--- src/rtl/noc_pkg.sv ---
// Shared NoC definitions: flit defaults, arbiter state encoding, statistics counter width.
package noc_pkg;

  localparam int DATA_W_DEF = 32;
  localparam int PKT_CNT_W  = 16;

  typedef enum logic {
    ARB_IDLE   = 1'b0,
    ARB_LOCKED = 1'b1
  } arb_state_e;

endpackage

--- src/rtl/rr_arbiter.sv ---
// Combinational round-robin picker: first request found searching ptr+1, ptr+2, ... modulo N.
module rr_arbiter #(
  parameter int N  = 4,
  parameter int IW = $clog2(N)
) (
  input  logic [N-1:0]  req,
  input  logic [IW-1:0] ptr,
  output logic [N-1:0]  gnt_onehot,
  output logic [IW-1:0] gnt_idx,
  output logic          any
);

  // Scan from the slot after the last winner, wrapping at N-1.
  always_comb begin : pick_blk
    logic [IW-1:0] idx_s;
    gnt_onehot = '0;
    gnt_idx    = '0;
    any        = 1'b0;
    idx_s      = '0;
    for (int off = 1; off <= N; off++) begin
      idx_s = IW'((int'(ptr) + off) % N);
      if (!any && req[idx_s]) begin
        any               = 1'b1;
        gnt_onehot[idx_s] = 1'b1;
        gnt_idx           = idx_s;
      end else begin
        any = any;
      end
    end
  end

endmodule

--- src/rtl/vc_switch_arbiter.sv ---
// Wormhole VC-to-output-port arbiter with registered valid/ready output stage.
// Optional per-VC packet counters are built when VC_ARB_STATS_EN is defined.
module vc_switch_arbiter
  import noc_pkg::*;
#(
  parameter int NUM_VC   = 4,
  parameter int DATA_W   = DATA_W_DEF,
  parameter int VC_IDX_W = $clog2(NUM_VC)
) (
  input  logic                     clk,
  input  logic                     reset_n,
  input  logic [NUM_VC*DATA_W-1:0] vc_data,
  input  logic [NUM_VC-1:0]        vc_valid,
  input  logic [NUM_VC-1:0]        vc_head,
  input  logic [NUM_VC-1:0]        vc_tail,
  output logic [NUM_VC-1:0]        vc_ready,
  output logic [DATA_W-1:0]        out_data,
  output logic                     out_valid,
  output logic                     out_head,
  output logic                     out_tail,
  input  logic                     out_ready,
  output logic [VC_IDX_W-1:0]      grant_vc,
  output logic                     grant_locked
`ifdef VC_ARB_STATS_EN
  ,
  output logic [NUM_VC*PKT_CNT_W-1:0] pkt_count
`endif
);

  arb_state_e            state_r;
  logic [VC_IDX_W-1:0]   rr_ptr_r;
  logic                  can_accept_s;
  logic [NUM_VC-1:0]     cand_s;
  logic [NUM_VC-1:0]     win_oh_s;
  logic [VC_IDX_W-1:0]   win_idx_s;
  logic                  win_any_s;
  logic [VC_IDX_W-1:0]   sel_idx_s;
  logic                  xfer_s;
  logic [DATA_W-1:0]     sel_data_s;
  logic                  sel_head_s;
  logic                  sel_tail_s;

  assign can_accept_s = !out_valid || out_ready;
  assign cand_s       = vc_valid & vc_head;

  rr_arbiter #(
    .N  (NUM_VC),
    .IW (VC_IDX_W)
  ) u_rr (
    .req        (cand_s),
    .ptr        (rr_ptr_r),
    .gnt_onehot (win_oh_s),
    .gnt_idx    (win_idx_s),
    .any        (win_any_s)
  );

  // Ready steering: the locked VC owns the port; otherwise only the head-flit winner may enter.
  always_comb begin
    vc_ready  = '0;
    sel_idx_s = win_idx_s;
    case (state_r)
      ARB_LOCKED: begin
        sel_idx_s          = grant_vc;
        vc_ready[grant_vc] = can_accept_s;
      end
      ARB_IDLE: begin
        if (win_any_s) begin
          vc_ready = win_oh_s & {NUM_VC{can_accept_s}};
        end else begin
          vc_ready = '0;
        end
      end
      default: begin
        vc_ready = '0;
      end
    endcase
  end

  assign xfer_s     = |(vc_valid & vc_ready);
  assign sel_data_s = vc_data[int'(sel_idx_s)*DATA_W +: DATA_W];
  assign sel_head_s = vc_head[sel_idx_s];
  assign sel_tail_s = vc_tail[sel_idx_s];

  // Lock/round-robin state: lock on head-only, release on tail; pointer records the last packet owner.
  always_ff @(posedge clk or negedge reset_n) begin
    if (!reset_n) begin
      state_r      <= ARB_IDLE;
      rr_ptr_r     <= VC_IDX_W'(NUM_VC - 1);
      grant_vc     <= '0;
      grant_locked <= 1'b0;
    end else begin
      case (state_r)
        ARB_IDLE: begin
          if (xfer_s && sel_tail_s) begin
            rr_ptr_r <= sel_idx_s;
          end else if (xfer_s) begin
            state_r      <= ARB_LOCKED;
            grant_vc     <= sel_idx_s;
            grant_locked <= 1'b1;
          end
        end
        ARB_LOCKED: begin
          if (xfer_s && sel_tail_s) begin
            state_r      <= ARB_IDLE;
            rr_ptr_r     <= grant_vc;
            grant_locked <= 1'b0;
          end
        end
        default: begin
          state_r      <= ARB_IDLE;
          grant_locked <= 1'b0;
        end
      endcase
    end
  end

  // Output register: load on transfer, otherwise drain valid when downstream takes the flit.
  always_ff @(posedge clk or negedge reset_n) begin
    if (!reset_n) begin
      out_data  <= '0;
      out_valid <= 1'b0;
      out_head  <= 1'b0;
      out_tail  <= 1'b0;
    end else if (xfer_s) begin
      out_data  <= sel_data_s;
      out_valid <= 1'b1;
      out_head  <= sel_head_s;
      out_tail  <= sel_tail_s;
    end else if (out_valid && out_ready) begin
      out_valid <= 1'b0;
    end
  end

`ifdef VC_ARB_STATS_EN
  // Per-VC packet counters, bumped on each tail transfer and wrapping naturally.
  always_ff @(posedge clk or negedge reset_n) begin
    if (!reset_n) begin
      pkt_count <= '0;
    end else if (xfer_s && sel_tail_s) begin
      pkt_count[int'(sel_idx_s)*PKT_CNT_W +: PKT_CNT_W] <=
        pkt_count[int'(sel_idx_s)*PKT_CNT_W +: PKT_CNT_W] + PKT_CNT_W'(1);
    end
  end
`endif

endmodule

--- config.mk ---
export PLATFORM = sky130hd
export DESIGN_NAME = vc_switch_arbiter
export DESIGN_NICKNAME = d
export VERILOG_FILES = /design/src/rtl/noc_pkg.sv /design/src/rtl/rr_arbiter.sv /design/src/rtl/vc_switch_arbiter.sv
export SDC_FILE = /design/constraint.sdc
export NUM_CORES = 1
export LEC_CHECK = 0
export CORE_AREA = 2 2 79 119
export CTS_CLUSTER_SIZE = 28
export DETAILED_ROUTE_END_ITERATION = 8
export DIE_AREA = 0 0 81 121
export GPL_TIMING_DRIVEN = 0
export PLACE_DENSITY = 0.82
export SLEW_MARGIN = 25
export SYNTH_ARGS = -nofsm -noshare
export SYNTH_HDL_FRONTEND = slang
export SYNTH_SLANG_ARGS = --single-unit
--- constraint.sdc ---
create_clock -name clk -period 4.44 [get_ports clk]
set_input_delay 1.332 -clock clk [delete_from_list [all_inputs] [get_ports clk]]
set_output_delay 1.332 -clock clk [all_outputs]
set_load 0.05 [all_outputs]
==> results of run 1 <==
==> metal layers <==
metal | up-vias | GRT usage
met2 | 186 | 0.466
li1 | 1628 | -
met4 | 0 | 0.0794
met5 | - | 0
met1 | 1691 | 0.258
met3 | 30 | 0.0461
==> report_power, final <==
group	internal [mW]	switching, mW	total, mW	leakage (nW)
Combinational	1.78	2.24	4.02	1.96
Clock	0.266	0.148	0.414	0.0810
Sequential	0.598	0.138	0.736	0.478
Total	2.65	2.52	5.17	2.52
==> flip-flops by register name, summed over array words and instances, names as in the netlist, named ones only <==
signal        count
grant_locked      1
out_tail          1
out_data         32
out_valid         1
grant_vc          2
out_head          1
rr_ptr_r          2
==> worst max-delay path by stage <==
stage          slack, ns   startpoint  cells past startpoint     endpoint
2_1_floorplan       0.18   vc_head[0]                      7  vc_ready[0]
3_3_place_gp       -1.17  vc_valid[0]                      9  vc_ready[0]
3_5_place_dp       -1.22  vc_valid[0]                      9  vc_ready[0]
4_1_cts            0.006   vc_head[0]                      9  vc_ready[3]
5_1_grt            -0.08  vc_valid[1]                      9  vc_ready[0]
6_report          -0.005  vc_valid[1]                      9  vc_ready[0]
==> cell usage after synthesis (all sizes together) (2+ instances only) <==
master / n / area share
o22ai: 2 / 0.0035
a31oi: 4 / 0.0071
mux4: 6 / 0.038
nand3: 14 / 0.020
and2: 7 / 0.013
o32a: 2 / 0.0060
nor3: 6 / 0.0085
dfrtp: 39 / 0.28
o32ai: 2 / 0.0050
nor2: 10 / 0.011
nand2: 14 / 0.016
o21ai: 3 / 0.0043
nor3b: 3 / 0.0064
mux2: 36 / 0.11
ha: 8 / 0.028
nand3b: 3 / 0.0064
nor4: 3 / 0.0071
a22oi: 4 / 0.0085
inv: 8 / 0.0085
clkbuf: 5 / 0.0053
o211ai: 2 / 0.0043
dfstp: 2 / 0.015
mux2i: 105 / 0.30
buf: 18 / 0.033
o311ai: 2 / 0.0050
nand2b: 4 / 0.0071
a21oi: 7 / 0.011
==> what timing repair did <==
action | 4_1_cts | 5_1_grt
pin swaps | 2 | 6
resized for setup | 54 | 27
buffers inserted | 0 | 2
gates cloned | 0 | 0
setup endpoints to repair | 15 | 4
==> final cells by class <==
cell class,instances,area share
Multi-Input combinational cell,259,0.424
Timing Repair Buffer,187,0.318
Sequential cell,41,0.177
Tap cell,110,0.0236
Buffer,21,0.0234
Clock buffer,6,0.0221
Clock inverter,2,0.00666
Inverter,8,0.00516
==> cells by family (layout without fill, tap and decap cells) <==
family                     Yosys count  count (layout)
muxes                              147             147
AOI/OAI and AO/OA                   35              35
DFF                                 41              41
adders and majority gates            8               8
and+or+nand+nor                     69              69
buffers and inverters               31             224
==> parameters.txt, run 1 <==
Parameter                              Value

Status
  Result of the run ... complete, but fails checks
  Violations in the final reports ... negative setup slack

Die
  Die Span Y ... 121 um
  Initial cell density of the core ... 0.404
  Number of top-level pins ... 185
  Die Width ... 81 um
  Die Area ... 9800 um2
  Core Footprint ... 8720 um2
  Placement Rows ... 42

Drt
  Detailed-route vias per instance ... 5.58
  DR WL met3 ... 722 um
  Routed length on met2 ... 6.69 mm
  Detailed-router iteration count before antenna repair ... 6
  Highest metal layer with signal wires ... met4
  Routed Wire Length ... 11.8 mm
  Vias post-DR ... 3535
  Violation count after the first detailed-routing iteration ... 139
  DRC Markers ... 0
  Avg WL per Cell ... 18.6 um
  Final ANT Viol Nets ... 0
  Wire length on met1 ... 4.10 mm

Worst setup path
  R2R setup slack ... 0.41 ns
  Count of buffering cells on the critical path with inverters included ... 3
  Top cell family by delay on the critical path ... buffers and inverters
  Depth of the worst register-to-register path ... 12
  CP Class ... primary input to output port
  Critical Path Sink Type ... output port
  Most used cell, CP ... buf_6
  Critical path peak fanout ... 8
  Slowest cell delay on critical path ... 0.55 ns
  Terminus of the critical flop-to-flop path ... out_data[21]
  Type of element launching the critical path ... primary input
  Critical path arrival ... 3.11 ns
  Startpoint of the most critical register-to-register path ... rr_ptr_r[1]
  List of cells traversed by the critical path ... clkdlybuf4s15_2 -> and2_4 -> buf_6 -> mux4_2 -> nand2_1 -> a31oi_2 -> a21oi_2 -> o32ai_2 -> buf_6
  Worst path required time ... 3.11 ns
  Slowest-stage cell, CP ... mux4_2

Timing
  Number of pins with negative max-slew slack in the final report ... 0
  Fraction of the cycle the final worst path needs ... 1.00
  Final setup TNS ... -0.00546 ns
  Smallest hold slack ... 0.505 ns
  Max frequency ... 225 MHz
  Number of hold violations in the final report ... 0
  Slew margin rel. ... 0.572
  Skew final ... 0.00659 ns
  Actual slew at the worst max-slew pin ... 0.635 ns
  Worst setup slack after layout ... -0.00546 ns
  Final setup viols ... 1
  Min cycle time layout ... 4.45 ns

Global routing
  Overflow after GRT ... 0
  Antenna violations before repair ... 0
  Global-route wire length before repair ... 18.4 mm
  GRT Overall Usage ... 0.244
  Pin count of the biggest net entering global routing ... 28
  Via count of the first global-routing pass ... 3719

Synth
  Number of synthesized register bits ... 41
  Distinct cell type count of the synthesized netlist ... 48
  Fraction of synthesized area in multiplexers ... 0.451
  EDFF count, synth ... 0
  Post-synth net total ... 482
  Post-Synth XOR/XNOR Area ... 0
  Synth warn ... 0
  Mean post-synth cell area ... 10.7 um2
  Async set-reset flop share out of synthesis ... 1.00
  Main combinational cell family by area after synthesis ... multiplexers
  Sequential area share after synthesis ... 0.291
  Synthesized area ... 3530 um2
  Complex-gate fraction of the synthesized area ... 0.0723
  Dominant register cell in the synthesized netlist ... dfrtp_1
  Count of mapped cells out of synthesis ... 331
  Simple-gate area share of the yosys netlist ... 0.110
  Area share of fa/ha/maj cells after synthesis ... 0.0284

Cells and area
  Top library cells by usage in the layout, fill and taps aside ... clkdlybuf4s50_1, mux2i_1, dfrtp_1, mux2_2
  Core Util, Final ... 0.668
  Number of antenna cells inserted ... 0
  Filler Cell Count ... 753
  Layout cell share with drive strength beyond 1 ... 0.229
  Area of the multi-input gates ... 2470 um2
  Post-route insts no fill ... 634
  Final design area excluding fillers ... 5820 um2
  Sequential cell area ... 1030 um2
  Most common cell after layout, fill and taps aside ... clkdlybuf4s50_1
  Synth-to-Final Area Change ... 65.1%
  Post-layout nets ... 674

Min path
  Worst Hold Launch ... out_data[27]
  Hold/Removal Path Class ... flop to flop
  Hold depth ... 1
  Min-Delay Endpoint ... out_data[27]

Clock network
  Root buffer selected by CTS ... clkbuf_16
  Buffer levels on the longest clock path ... 2
  Hold-fix buffers, CTS ... 0
  CTS tree ... yes
  Total CTS buffers ... 5
  Number of clock sinks ... 41
  Insertion delay to the later sink of the worst-skew pair ... 0.28 ns
  Clk pin slew, worst setup/hold paths ... 0.06 ns
  Number of levels in the clock H-tree ... 2

Power
  Leakage ... 2.52 nW
  Total Power Consumption ... 5.17 mW
  IR Drop Worst-Case VDD ... 0.535 mV
  Total power density per cell area ... 887 nW/um2

Placed design
  Half-perimeter wire length after detailed placement ... 9.42 mm
  Post-Place Cell Area ... 5550 um2
  Place WS ... -1.22 ns
  Routability Congestion ... 0.919
  Count of buffers from port buffering ... 184
  Placed cells ... 626

Flow run
  MaxCap Viol Count ... 0
Power figures use the tool's default switching activity.
==> inputs of run 2 (changes only) <==
Settings changed: SLEW_MARGIN 25 to 40.
Clock period 4.44 ns to 4.8 ns, I/O delays scaled along.
==> parameters.txt, run 2 (same netlist as run 1, synthesis figures left out) <==
Parameter                              Value

Global routing
  GRT Overall Usage ... 0.242 (-0.00101)
  Antenna violations before repair ... 0 (unchanged)
  Global-route wire length before repair ... 18.4 mm (-0.37%)
  Overflow after GRT ... 0 (unchanged)
  Pin count of the biggest net entering global routing ... 42 (+50%)
  Via count of the first global-routing pass ... 3721 (+0.054%)

Timing
  Smallest hold slack ... 0.506 ns (+0.000424 ns)
  Number of pins with negative max-slew slack in the final report ... 0 (unchanged)
  Max frequency ... 211 MHz
  Skew final ... 0.00709 ns (+0.000499 ns)
  Final setup TNS ... 0 ns (+0.00546 ns)
  Slew margin rel. ... 0.600 (+0.0285)
  Unrepaired setup endpoints after global routing ... false
  Fraction of the cycle the final worst path needs ... 0.987
  Actual slew at the worst max-slew pin ... 0.593 ns (-0.0423 ns)
  Min cycle time layout ... 4.74 ns
  Number of hold violations in the final report ... 0 (unchanged)
  Final setup viols ... 0 (-1)

Power
  IR Drop Worst-Case VDD ... 0.458 mV (-14%)
  Net Sw Frac ... 0.489 (+0.000951)
  Internal cell power ... 2.36 mW (-11%)
  Combinational share of power ... 0.775 (-0.002)
  Leakage ... 2.49 nW (-1.2%)
  Clock share of power ... 0.079 (about the same)
  Total power density per cell area ... 814 nW/um2 (-8.3%)
  Net switching power ... 2.26 mW (-10%)
  Share of total power in sequential cells ... 0.147 (+0.005)

Cells and area
  Post-layout nets ... 673 (-0.15%)
  Final design area excluding fillers ... 5680 um2 (-2.5%)
  Layout cell share with drive strength beyond 1 ... 0.193 (-0.0359)
  Number of antenna cells inserted ... 0 (unchanged)
  Biggest regs ... out_data: 32 flops, grant_vc: 2 flops, rr_ptr_r: 2 flops
  Flip-flop count of the largest register after layout ... 32 (unchanged)
  Synth-to-Final Area Change ... 61.0%
  Post-route insts no fill ... 633 (-0.16%)
  Register with the most flip-flops ... out_data
  Top library cells by usage in the layout, fill and taps aside ... clkdlybuf4s50_1, mux2i_1, dfrtp_1, mux2_2, buf_4
  Most common cell after layout, fill and taps aside ... clkdlybuf4s50_1

Placed design
  Count of buffers from port buffering ... 184 (unchanged)
  Half-perimeter wire length after detailed placement ... 9.46 mm (+0.48%)
  Placed cells ... 625 (-0.16%)
  Post-Place Cell Area ... 5510 um2 (-0.81%)
  Routability Congestion ... 0.907 (-1.2%)

Drt
  Vias post-DR ... 3415 (-3.4%)
  Avg WL per Cell ... 18.3 um (-1.7%)
  Violation count after the first detailed-routing iteration ... 160 (+15%)
  Routed Wire Length ... 11.6 mm (-1.9%)
  Detailed-router iteration count before antenna repair ... 5 (-1)
  Detailed-route vias per instance ... 5.39 (-3.2%)
  DRC Markers ... 0 (unchanged)
  Final ANT Viol Nets ... 0 (unchanged)

Die
  Placement Rows ... 42 (unchanged)
  Core Footprint ... 8720 um2 (unchanged)
  Die Span Y ... 121 um (unchanged)
  Die Width ... 81 um (unchanged)
  Initial cell density of the core ... 0.404 (unchanged)
  Number of top-level pins ... 185 (unchanged)
  Die Area ... 9800 um2 (unchanged)

Worst setup path
  Slowest-stage cell, CP ... mux4_2
  Type of element launching the critical path ... primary input
  Critical path arrival ... 3.30 ns (+0.19 ns)
  List of cells traversed by the critical path ... dlygate4sd2_1 -> and2_4 -> clkbuf_8 -> mux4_2 -> nand3_2 -> a31oi_1 -> a21oi_1 -> o22ai_1 -> buf_4
  Critical path peak fanout ... 10 (+2)
  Slowest cell delay on critical path ... 0.55 ns (about the same)
  Count of buffering cells on the critical path with inverters included ... 3 (unchanged)
  Worst path required time ... 3.36 ns (+0.25 ns)
  Depth of the critical timing path with buffers and inverters included ... 9 (unchanged)
  Depth of the worst register-to-register path ... 12 (unchanged)
  Critical Path Sink Type ... output port
  CP Class ... primary input to output port
  Top cell family by delay on the critical path ... buffers and inverters

Clock network
  Insertion delay to the later sink of the worst-skew pair ... 0.28 ns (about the same)
  Number of levels in the clock H-tree ... 2 (unchanged)
  Total CTS buffers ... 5 (unchanged)
  CTS tree ... yes
  Root buffer selected by CTS ... clkbuf_16
  Clk pin slew, worst setup/hold paths ... 0.06 ns (about the same)
  Buffer levels on the longest clock path ... 2 (unchanged)
  Number of clock sinks ... 41 (unchanged)

Min path
  Hold/Removal Path Class ... flop to flop
  Hold depth ... 1 (unchanged)

Status
  Result of the run ... finished clean

Flow run
  MaxCap Viol Count ... 0 (unchanged)
-- run 2: cell count changes in the layout (fill, tap and decap cells not counted), sizes merged --
| cell | delta |
|---|---|
| clkdlybuf4s15 | -1 |
| clkinv | -1 |
| clkbuf | +1 |
| bufinv | -1 |
| dlygate4sd2 | +1 |
| buf | -1 |
| inv | +1 |
-- run 2: worst register-to-register path: cells and delay by family, from the launching register on --
| kind | cells | cell delay (ns) |
|---|---|---|
| buf+inv | 4 | 1.09 |
| mux | 5 | 1.16 |
| fa+ha+maj | 1 | 0.49 |
| simple gates | 2 | 0.26 |
| flops | 1 | 0.69 |
-- run 2: worst paths after layout --
path | slack, ns | end | start
worst max-delay path | 0.06 | vc_ready[3] | vc_head[0]
worst min-delay path | 0.51 | out_data[27] | out_data[27]
worst max register to register | 0.99 | out_data[22] | rr_ptr_r[1]
worst min register to register | 0.51 | out_data[27] | out_data[27]
max in group asynchronous | 3.28 | rr_ptr_r[0] | reset_n
min in group asynchronous | 1.14 | out_data[16] | reset_n
-- run 2: timing repair --
item,CTS,global route
buffers inserted,0,1
gates resized for setup,45,14
endpoints found under the setup margin,4,4
hold buffers,0,0
pin swaps,1,3
-- run 2: power groups by stage --
stage | Clock, mW | Sequential [mW] | Combinational, mW
floorplan | 0 | 1.23 | 2.07
global placement | 0 | 0.662 | 3.54
detailed placement | 0 | 0.672 | 3.60
CTS | 0.372 | 0.669 | 3.62
global route | 0.388 | 0.702 | 3.82
finish | 0.363 | 0.678 | 3.58
-- run 2: final cells by class --
| cell class | count | area [um2] |
|---|---|---|
| Inverter | 8 | 30.0 |
| Multi-Input combinational cell | 259 | 2370 |
| Timing Repair Buffer | 185 | 1810 |
| Clock inverter | 1 | 8.76 |
| Tap cell | 110 | 138 |
| Sequential cell | 41 | 1030 |
| Buffer | 22 | 141 |
| Fill cell | 750 | 3040 |
| Clock buffer | 7 | 153 |
-- run 2: through the flow --
step	worst slack (ns)	util	total power, mW
after CTS	0.0511	0.652	4.66
final	0.0621	0.651	4.62
after detailed placement	-1.11	0.631	4.28
after global placement	-1.07	0.631	4.20
after global routing	0.00181	0.651	4.91
after floorplan	0.0474	-	3.30
-- run 2: layer usage --
metal	routed length, um	GRT usage	vias up	share of wire
met5	0	0	-	0
met4	260	0.0667	0	0.022
met3	583	0.0476	19	0.050
met2	6690	0.472	121	0.58
met1	4050	0.254	1653	0.35
li1	-	-	1622	-
==> inputs of run 3 (changes only) <==
Settings changed: CELL_PAD_IN_SITES_DETAIL_PLACEMENT set to 1, CELL_PAD_IN_SITES_GLOBAL_PLACEMENT set to 2, CORE_AREA 2 2 79 119 to 2 2 105 157, DIE_AREA 0 0 81 121 to 0 0 107 159, PLACE_DENSITY 0.82 to unset, PLACE_DENSITY_LB_ADDON set to 0.1.
==> parameters.txt, run 3 (same netlist as run 1, synthesis figures left out) <==
Parameter                              Value

Status
  Result of the run ... finished clean

Power
  Clock share of power ... 0.085 (+0.006)
  Combinational share of power ... 0.772 (-0.003)
  Total Power Consumption ... 4.76 mW (+2.9%)
  Net switching power ... 2.35 mW (+3.8%)
  Total power density per cell area ... 812 nW/um2 (-0.17%)
  Net Sw Frac ... 0.493 (+0.00399)
  IR Drop Worst-Case VDD ... 0.303 mV (-34%)
  Internal cell power ... 2.41 mW (+2.1%)
  Share of total power in sequential cells ... 0.143 (-0.004)
  Leakage ... 2.50 nW (+0.62%)

Global routing
  Global-route wire length before repair ... 21.3 mm (+16%)
  Pin count of the biggest net entering global routing ... 28 (-33%)
  GRT Overall Usage ... 0.162 (-0.0802)
  Via count of the first global-routing pass ... 3810 (+2.4%)
  Overflow after GRT ... 0 (unchanged)
  Antenna violations before repair ... 0 (unchanged)

Cells and area
  Post-route insts no fill ... 727 (+15%)
  Number of antenna cells inserted ... 0 (unchanged)
  Top library cells by usage in the layout, fill and taps aside ... clkdlybuf4s50_1, mux2i_1, dfrtp_1, mux2_2, buf_4
  Flip-flop count of the largest register after layout ... 32 (unchanged)
  Register with the most flip-flops ... out_data
  Most common cell after layout, fill and taps aside ... clkdlybuf4s50_1
  Sequential cell area ... 1030 um2 (unchanged)
  Post-layout nets ... 674 (+0.15%)
  Biggest regs ... out_data: 32 flops, grant_vc: 2 flops, rr_ptr_r: 2 flops
  Area of the multi-input gates ... 2400 um2 (+1.2%)
  Layout cell share with drive strength beyond 1 ... 0.200 (+0.00727)
  Filler Cell Count ... 1783 (+140%)
  Synth-to-Final Area Change ... 66.0%
  Core Util, Final ... 0.375 (-0.276)
  Final design area excluding fillers ... 5860 um2 (+3.1%)

Placed design
  Half-perimeter wire length after detailed placement ... 11.4 mm (+20%)
  Count of buffers from port buffering ... 184 (unchanged)
  Post-Place Cell Area ... 5640 um2 (+2.5%)
  Place WS ... -1.33 ns (-0.217 ns)
  Routability Congestion ... 0.808 (-11%)
  Placed cells ... 719 (+15%)

Drt
  Detailed-router iteration count before antenna repair ... 4 (-1)
  Routed Wire Length ... 13.7 mm (+18%)
  Final ANT Viol Nets ... 0 (unchanged)
  Violation count after the first detailed-routing iteration ... 85 (-47%)
  Detailed-route vias per instance ... 4.77 (-12%)
  DRC Markers ... 0 (unchanged)
  Vias post-DR ... 3469 (+1.6%)
  Avg WL per Cell ... 18.9 um (+3.2%)

Worst setup path
  Critical path peak fanout ... 10 (unchanged)
  Slowest-stage cell, CP ... mux4_2
  Top cell family by delay on the critical path ... buffers and inverters
  Critical path arrival ... 3.31 ns (about the same)
  Type of element launching the critical path ... primary input
  Count of buffering cells on the critical path with inverters included ... 3 (unchanged)
  List of cells traversed by the critical path ... dlygate4sd2_1 -> and2_4 -> clkbuf_8 -> mux4_2 -> nand3_2 -> a31oi_1 -> a21oi_1 -> o32ai_1 -> buf_4
  Critical Path Sink Type ... output port
  Slowest cell delay on critical path ... 0.56 ns (about the same)
  Worst path required time ... 3.36 ns (about the same)
  CP Class ... primary input to output port

Timing
  Number of pins with negative max-slew slack in the final report ... 0 (unchanged)
  Final setup TNS ... 0 ns (unchanged)
  Min cycle time layout ... 4.75 ns (+0.0114 ns)
  Fraction of the cycle the final worst path needs ... 0.989 (+0.00237)
  Worst setup slack after layout ... 0.0507 ns (-0.0114 ns)
  Smallest hold slack ... 0.506 ns (+0.000329 ns)
  Actual slew at the worst max-slew pin ... 0.703 ns (+0.110 ns)
  Slew margin rel. ... 0.527 (-0.0738)
  Skew final ... 0.00336 ns (-0.00373 ns)
  Max frequency ... 211 MHz (-0.24%)
  Final setup viols ... 0 (unchanged)
  Number of hold violations in the final report ... 0 (unchanged)

Clock network
  Number of levels in the clock H-tree ... 2 (unchanged)
  Number of clock sinks ... 41 (unchanged)
  Buffer levels on the longest clock path ... 2 (unchanged)
  Insertion delay to the later sink of the worst-skew pair ... 0.29 ns (about the same)
  Hold-fix buffers, CTS ... 0 (unchanged)
  Root buffer selected by CTS ... clkbuf_16
  Total CTS buffers ... 5 (unchanged)
  CTS tree ... yes
  Clk pin slew, worst setup/hold paths ... 0.06 ns (about the same)

Die
  Die Width ... 107 um (+32%)
  Die Area ... 17000 um2 (+74%)
  Placement Rows ... 56 (+33%)
  Initial cell density of the core ... 0.226 (-0.179)
  Core Footprint ... 15600 um2 (+79%)
  Die Span Y ... 159 um (+31%)
  Number of top-level pins ... 185 (unchanged)

Flow run
  MaxCap Viol Count ... 0 (unchanged)

Min path
  Hold/Removal Path Class ... flop to flop
run 3: changes by cell type in the layout (fill, tap and decap cells not counted), sizes merged:
| cell | before | now |
|---|---|---|
| inv | 9 | 8 |
| buf | 24 | 25 |
| bufinv | 0 | 1 |
run 3: repair_timing:
| action | CTS | global route |
|---|---|---|
| setup endpoints to repair | 31 | 4 |
| pin swaps | 3 | 2 |
| buffers inserted | 1 | 0 |
| resized for setup | 52 | 13 |
run 3: final cells by class:
class	instances	area share
Inverter	8	0.00513
Clock inverter	1	0.00513
Clock buffer	7	0.0244
Sequential cell	41	0.176
Multi-Input combinational cell	259	0.410
Buffer	22	0.0241
Tap cell	203	0.0434
Timing Repair Buffer	186	0.313
run 3: worst paths after layout:
| path | slack, ns | start | cells after the start | to |
|---|---|---|---|---|
| max reg2reg | 0.97 | rr_ptr_r[1] | 12 | out_data[27] |
| max | 0.05 | vc_head[0] | 9 | vc_ready[0] |
| min | 0.51 | out_data[30] | 1 | out_data[30] |
| min in group asynchronous | 1.01 | reset_n | 1 | out_data[30] |
| min reg2reg | 0.51 | out_data[30] | 1 | out_data[30] |
| max in group asynchronous | 3.30 | reset_n | 2 | rr_ptr_r[0] |
run 3: power groups by stage:
stage | Combinational (mW) | Clock (mW) | Sequential, mW
finish | 3.67 | 0.406 | 0.680
global route | 3.95 | 0.436 | 0.710
CTS | 3.76 | 0.423 | 0.674
detailed placement | 3.71 | 0 | 0.674
global placement | 3.68 | 0 | 0.667
floorplan | 2.07 | 0 | 1.23
run 3: per-layer routing:
layer,wire [um],track usage,up-vias,share of wire
li1,-,-,1634,-
met1,4900,0.164,1700,0.36
met2,7780,0.321,120,0.57
met3,747,0.0344,15,0.054
met4,287,0.0502,0,0.021
met5,0,0,-,0
